File: config.mk
export PLATFORM = sky130hd
export DESIGN_NAME = multicycle_cpu
export DESIGN_NICKNAME = d
export VERILOG_FILES = /design/src/rtl/mcpu_pkg.sv /design/src/rtl/mcpu_alu.sv /design/src/rtl/multicycle_cpu.sv
export SDC_FILE = /design/constraint.sdc
export NUM_CORES = 1
export LEC_CHECK = 0
export BUFFER_PORTS_ARGS = -buffer_cell sky130_fd_sc_hd__buf_2
export CAP_MARGIN = 10
export CORE_MARGIN = 3
export CORE_UTILIZATION = 55
export DETAILED_ROUTE_END_ITERATION = 10
export PLACE_DENSITY = 0.75
export SYNTH_ARGS = -nofsm -noshare
export SYNTH_HDL_FRONTEND = slang
export SYNTH_SLANG_ARGS = --single-unit
File: constraint.sdc
create_clock -name clk -period 10.2 [get_ports clk]
set_input_delay 1.53 -clock clk [delete_from_list [all_inputs] [get_ports clk]]
set_output_delay 1.53 -clock clk [all_outputs]
set_load 0.005 [all_outputs]
File: src/rtl/mcpu_pkg.sv
// Shared types and constants for the multi-cycle CPU: opcodes, FSM states
// and instruction field positions.
package mcpu_pkg;

    typedef enum logic [3:0] {
        OP_AND  = 4'd0,
        OP_OR   = 4'd1,
        OP_ADD  = 4'd2,
        OP_SUB  = 4'd3,
        OP_XOR  = 4'd4,
        OP_LD   = 4'd5,
        OP_ST   = 4'd6,
        OP_LDI  = 4'd7,
        OP_BEQZ = 4'd8,
        OP_JMP  = 4'd9,
        OP_HALT = 4'd10
    } opcode_t;

    typedef enum logic [2:0] {
        S_FETCH,
        S_DECODE,
        S_EXEC,
        S_MEM,
        S_HALT
    } state_t;

    // Instruction field positions (16-bit instruction word)
    localparam int OP_MSB    = 15;
    localparam int OP_LSB    = 12;
    localparam int RD_MSB    = 11;
    localparam int RD_LSB    = 9;
    localparam int RS1_MSB   = 8;
    localparam int RS1_LSB   = 6;
    localparam int RS2_MSB   = 5;
    localparam int RS2_LSB   = 3;
    localparam int IMM6_MSB  = 5;
    localparam int IMM9_MSB  = 8;
    localparam int IMM12_MSB = 11;

    // Opcodes 0-4 go through the ALU and are the only ones that touch the flags
    function automatic logic is_alu_op(input logic [3:0] op);
        return (op <= 4'd4);
    endfunction

endpackage

File: src/rtl/mcpu_alu.sv
// Combinational ALU: AND/OR/ADD/SUB/XOR with zero, carry/borrow and
// negative flags. Other opcodes yield zero with all flags derived from it.
module mcpu_alu
    import mcpu_pkg::*;
#(
    parameter int DATA_W = 8
) (
    input  opcode_t           op,
    input  logic [DATA_W-1:0] a,
    input  logic [DATA_W-1:0] b,
    output logic [DATA_W-1:0] res,
    output logic              zero,
    output logic              carry,
    output logic              negative
);

    logic [DATA_W:0] wide;

    // One extra bit holds the carry-out of ADD or the borrow of SUB
    always_comb begin
        wide = '0;
        case (op)
            OP_AND:  wide = {1'b0, a & b};
            OP_OR:   wide = {1'b0, a | b};
            OP_ADD:  wide = {1'b0, a} + {1'b0, b};
            OP_SUB:  wide = {1'b0, a} - {1'b0, b};
            OP_XOR:  wide = {1'b0, a ^ b};
            default: wide = '0;
        endcase
        res      = wide[DATA_W-1:0];
        carry    = wide[DATA_W];
        zero     = (res == '0);
        negative = res[DATA_W-1];
    end

endmodule

File: src/rtl/multicycle_cpu.sv
// Multi-cycle CPU top: FSM, register file, PC and the ALU instance.
// Optional build macro MCPU_R0_ZERO_EN: R0 reads as zero and ignores writes.
//
// Data memory handshake: dmem_req rises on entry to MEM and stays high, with
// dmem_we/dmem_addr/dmem_wdata frozen, until the cycle dmem_ack is sampled
// high; that cycle completes the transfer (load data taken from dmem_rdata)
// and req drops on the following edge. dmem_ack outside MEM is ignored.
module multicycle_cpu
    import mcpu_pkg::*;
#(
    parameter int DATA_W = 8,
    parameter int PC_W   = 8
) (
    input  logic              clk,
    input  logic              reset,
    output logic [PC_W-1:0]   imem_addr,
    input  logic [15:0]       imem_rdata,
    output logic              dmem_req,
    output logic              dmem_we,
    output logic [DATA_W-1:0] dmem_addr,
    output logic [DATA_W-1:0] dmem_wdata,
    input  logic [DATA_W-1:0] dmem_rdata,
    input  logic              dmem_ack,
    output logic [DATA_W-1:0] result,
    output logic              zero,
    output logic              carry,
    output logic              negative,
    output logic              retire,
    output logic              halted,
    output state_t            dbg_state
);

`ifdef MCPU_R0_ZERO_EN
    localparam bit R0_ZERO = 1'b1;
`else
    localparam bit R0_ZERO = 1'b0;
`endif

    state_t            state, state_next;
    logic [PC_W-1:0]   pc, pc_inc, br_target, jmp_target;
    logic [15:0]       ir;
    logic [DATA_W-1:0] regs [8];
    logic [DATA_W-1:0] mem_addr_q, mem_wdata_q;
    logic              mem_we_q;
    opcode_t           op;
    logic [2:0]        rd, rs1, rs2;
    logic [DATA_W-1:0] rs1_val, rs2_val, ldi_val;
    logic [DATA_W-1:0] alu_res, wr_val;
    logic              alu_zero, alu_carry, alu_negative;
    logic              wr_en, is_mem;

    assign op  = opcode_t'(ir[OP_MSB:OP_LSB]);
    assign rd  = ir[RD_MSB:RD_LSB];
    assign rs1 = ir[RS1_MSB:RS1_LSB];
    assign rs2 = ir[RS2_MSB:RS2_LSB];

    assign is_mem     = (op == OP_LD) || (op == OP_ST);
    assign pc_inc     = pc + PC_W'(1);
    assign br_target  = pc_inc + PC_W'($signed(ir[IMM6_MSB:0]));
    assign jmp_target = PC_W'(ir[IMM12_MSB:0]);
    assign ldi_val    = DATA_W'(ir[IMM9_MSB:0]);

    assign imem_addr  = pc;
    assign dmem_req   = (state == S_MEM);
    assign dmem_we    = mem_we_q;
    assign dmem_addr  = mem_addr_q;
    assign dmem_wdata = mem_wdata_q;
    assign halted     = (state == S_HALT);
    assign dbg_state  = state;

    mcpu_alu #(.DATA_W(DATA_W)) u_alu (
        .op       (op),
        .a        (rs1_val),
        .b        (rs2_val),
        .res      (alu_res),
        .zero     (alu_zero),
        .carry    (alu_carry),
        .negative (alu_negative)
    );

    // Register read ports, with R0 forced to zero when that build option is on
    always_comb begin
        rs1_val = regs[rs1];
        rs2_val = regs[rs2];
        if (R0_ZERO && rs1 == 3'd0) rs1_val = '0;
        if (R0_ZERO && rs2 == 3'd0) rs2_val = '0;
    end

    // Select the register write-back source for this cycle
    always_comb begin
        wr_en  = 1'b0;
        wr_val = alu_res;
        if (state == S_EXEC && is_alu_op(ir[OP_MSB:OP_LSB])) begin
            wr_en = 1'b1;
        end else if (state == S_EXEC && op == OP_LDI) begin
            wr_en  = 1'b1;
            wr_val = ldi_val;
        end else if (state == S_MEM && dmem_ack && !mem_we_q) begin
            wr_en  = 1'b1;
            wr_val = dmem_rdata;
        end
    end

    // FSM state register
    always_ff @(posedge clk or posedge reset) begin
        if (reset) state <= S_FETCH;
        else       state <= state_next;
    end

    // FSM next state and the retire pulse
    always_comb begin
        state_next = state;
        retire     = 1'b0;
        case (state)
            S_FETCH:  state_next = S_DECODE;
            S_DECODE: state_next = S_EXEC;
            S_EXEC: begin
                if (is_mem) begin
                    state_next = S_MEM;
                end else if (op == OP_HALT) begin
                    state_next = S_HALT;
                    retire     = 1'b1;
                end else begin
                    state_next = S_FETCH;
                    retire     = 1'b1;
                end
            end
            S_MEM: begin
                if (dmem_ack) begin
                    state_next = S_FETCH;
                    retire     = 1'b1;
                end
            end
            S_HALT:   state_next = S_HALT;
            default:  state_next = S_FETCH;
        endcase
    end

    // Register file; R0 writes dropped when R0 is hard-wired to zero
    always_ff @(posedge clk or posedge reset) begin
        if (reset) begin
            for (int i = 0; i < 8; i++) regs[i] <= '0;
        end else if (wr_en && !(R0_ZERO && rd == 3'd0)) begin
            regs[rd] <= wr_val;
        end
    end

    // PC, IR, result, flags and the frozen memory request fields
    always_ff @(posedge clk or posedge reset) begin
        if (reset) begin
            pc          <= '0;
            ir          <= '0;
            result      <= '0;
            zero        <= 1'b0;
            carry       <= 1'b0;
            negative    <= 1'b0;
            mem_addr_q  <= '0;
            mem_wdata_q <= '0;
            mem_we_q    <= 1'b0;
        end else begin
            if (wr_en) result <= wr_val;
            case (state)
                S_DECODE: ir <= imem_rdata;
                S_EXEC: begin
                    if (is_alu_op(ir[OP_MSB:OP_LSB])) begin
                        zero     <= alu_zero;
                        carry    <= alu_carry;
                        negative <= alu_negative;
                    end
                    case (op)
                        OP_LD, OP_ST: begin
                            // Address captured here, so LD rd==rs1 is safe
                            mem_addr_q  <= rs1_val;
                            mem_wdata_q <= rs2_val;
                            mem_we_q    <= (op == OP_ST);
                        end
                        OP_HALT: begin end
                        OP_BEQZ: pc <= (rs1_val == '0) ? br_target : pc_inc;
                        OP_JMP:  pc <= jmp_target;
                        default: pc <= pc_inc;
                    endcase
                end
                S_MEM: if (dmem_ack) pc <= pc_inc;
                default: begin end
            endcase
        end
    end

endmodule

==> reports/results.txt <==
Initial Utilization: 56.51%
Setup WS post-layout: 5.218 ns
MaxCap Viol Count: 0
WL per Instance: 19.06 um
DP Worst Slack: 5.068 ns
clock-pin slew on the worst setup and hold paths: 0.06 ns
Synth Instances: 760
final setup fails: 0
fin nets: 874
fin util: 64.85%
cell area after synthesis: 0.007189 mm^2
Num CTS Buffers: 17
Post-synth EDFFs: 0
die height: 120.3 um
Critical Path AT: 5.24 ns
fin. max-slew vios: 0
Hold/Removal Path Class: flip-flop to flip-flop
Ys Warns: 0
DRC errors left: 0
core area: 0.01272 mm^2
CTS Hold Bufs: 0
TritonCTS clock tree: yes
Die Area: 0.01448 mm^2
worst skew pair latency: 0.43 ns
worst hold-check slack: 0.4791 ns
async set-reset flop share out of synthesis: 100.0%
total negative setup slack: 0 ns
Distinct cells, synth: 59
Buffers on Ports: 68
Worst setup EP type: flip-flop
sequential area share after synthesis: 41.42%
final WL: 19010 um
post_cts resized: 0
H-tree depth: 4
vias in the first global route: 6171
Seq cells post-synth: 119
initial antenna violation count: 0
ratio of cells with drive above 1 in the final layout: 19.39%
# diodes: 0
CP Data Required Time: 10.46 ns
Max FO, Critical Path: 11
clock skew: 0.01620 ns
CTS root buf: clkbuf_16
crit path cell chain: buf_8 -> mux4_2 -> mux2i_1 -> ha_1 -> nand3_1 -> nor3_1 -> nor2_1 -> xnor2_1 -> ha_1 -> a211o_1 -> nand2_1 -> o221ai_1 -> a21oi_1 -> nor2_1 -> a221oi_1 -> o21ai_0
RSZ-0062 raised after global routing: false
startpoint types: flip-flop
final period utilization: 48.84%
Chip Width: 120.3 um
io pins: 69
first-pass GRT wire length: 30950 um
gp weighted congestion: 0.8873
Worst path slowest cell: a221oi_1
1st-iter DRT viols: 588
hpwl dp: 13300 um
Antenna Nets Post-Route: 0
largest net degree at the start of global routing: 86
Rel. slew slack: 28.32%
Post-CTS Setup Inserts: 0
GRT Util Overall: 27.66%
Tmin final: 4.982 ns
max incr delay on CP: 0.81 ns
Hold Vio Cnt, Final: 0
Achievable Freq: 0.2007 GHz
Tightest Pin Transition: 1.067 ns
area added between synthesis and finish: 14.76%
clk buf depth: 2
Overflow after GRT: 0
outcome: complete, no violations
drt pass-1 iters: 5
ys flop type: dfrtp_1
via count: 6067
clk sinks: 119
DR vias/cell: 6.085
CP Class: flip-flop to flip-flop
Post-Syn Nets: 822
row count: 41
mean area per synthesized cell: 9.460 um^2
## critical path, delay by kind of cell, from the launching register on
family	cells	cell delay [ns]
adder cells (fa/ha/maj)	2	0.59
multiplexers	2	0.95
AO/OA/AOI/OAI	5	1.59
AND/OR/NAND/NOR	5	0.57
flip-flops	1	0.72
XOR/XNOR	1	0.13
buffers and inverters	1	0.24
## final timing paths
check                               end  slack, ns    startpoint  cells after the start
max in group asynchronous     result[6]       7.70         reset                      3
min in group asynchronous        ir[15]       1.12         reset                      2
max                            regs[14]       5.22         ir[3]                     16
min                        dmem_addr[2]       0.48  dmem_addr[2]                      2
min reg2reg                dmem_addr[2]       0.48  dmem_addr[2]                      2
max reg2reg                    regs[14]       5.22         ir[3]                     16
## flip-flops by register name (all words and copies together), names as in the netlist
register,count
carry,1
result,8
dmem_we,1
dmem_wdata,8
dmem_addr,8
negative,1
imem_addr,8
ir,16
regs,64
zero,1
dbg_state,3
## cells in the mapped netlist, types with 3 or more instances
master	n	area [um^2]
buf_4	3	22.52
nor2_1	72	270.3
o21ai_1	4	20.02
ha_1	33	412.9
o21ai_0	89	445.4
nand3_1	10	50.05
dfrtp_1	119	2978
mux2i_1	18	180.2
and3_1	5	31.28
nor3b_1	3	22.52
nand2b_1	10	62.56
a221o_1	3	30.03
a21oi_1	65	325.3
mux2_2	16	180.2
inv_1	38	142.6
or3_1	4	25.02
xnor2_1	12	105.1
a221oi_1	7	61.31
nor3_1	7	35.03
a31oi_1	5	31.28
and2_1	3	18.77
buf_2	7	35.03
o21a_1	5	37.54
nor2b_1	13	81.33
a22oi_1	8	60.06
nand3b_1	3	22.52
xor2_1	6	52.55
clkbuf_1	25	93.84
nand2_1	99	371.6
o22ai_1	4	25.02
mux4_2	28	630.6
## cell type report
type | instances | area (um^2)
fill | 1033 | 4472
multi-input combinational | 562 | 3882
sequential | 119 | 2978
clock buffer | 17 | 425.4
timing repair buffer | 73 | 385.4
clock inverter | 15 | 215.2
tap | 172 | 215.2
inverter | 39 | 148.9
## layer usage
layer  GRT usage (%)  part of all wire (%)  vias up
li1                -                     -     2801
met1           35.50                    42     2922
met2           44.29                    48      282
met3           6.268                   7.0       62
met4           14.16                   3.8        0
met5               0                     0        -
## cell families (layout without fill, tap and decap cells)
kind of cell / Yosys count / after routing / synth area share, %
AND/OR/NAND/NOR: 241 / 241 / 15.28
AO/OA/AOI/OAI: 205 / 205 / 16.17
flip-flops: 119 / 119 / 41.42
buffers and inverters: 79 / 144 / 4.647
multiplexers: 63 / 63 / 13.99
adder cells (fa/ha/maj): 35 / 35 / 6.300
XOR/XNOR: 18 / 18 / 2.193
## metrics by stage
step                instance area (um^2)  instances
finish                              8250        997
global route                        8250        997
CTS                                 8235        996
detailed placement                  7595        964
global placement                    7595        964
floorplan                           7189        760
## layout by cell type (no fill, tap or decap), drive strengths merged, types with 18 or more instances in the layout
master  count
buf        73
dfrtp     119
ha         33
a21oi      65
mux4       28
o21ai      93
mux2i      18
nand2     101
inv        46
nor2       72
Power is left out: the tool's default activity adds up to more than one toggle a clock period on the data nets, which glitch-free logic cannot reach.
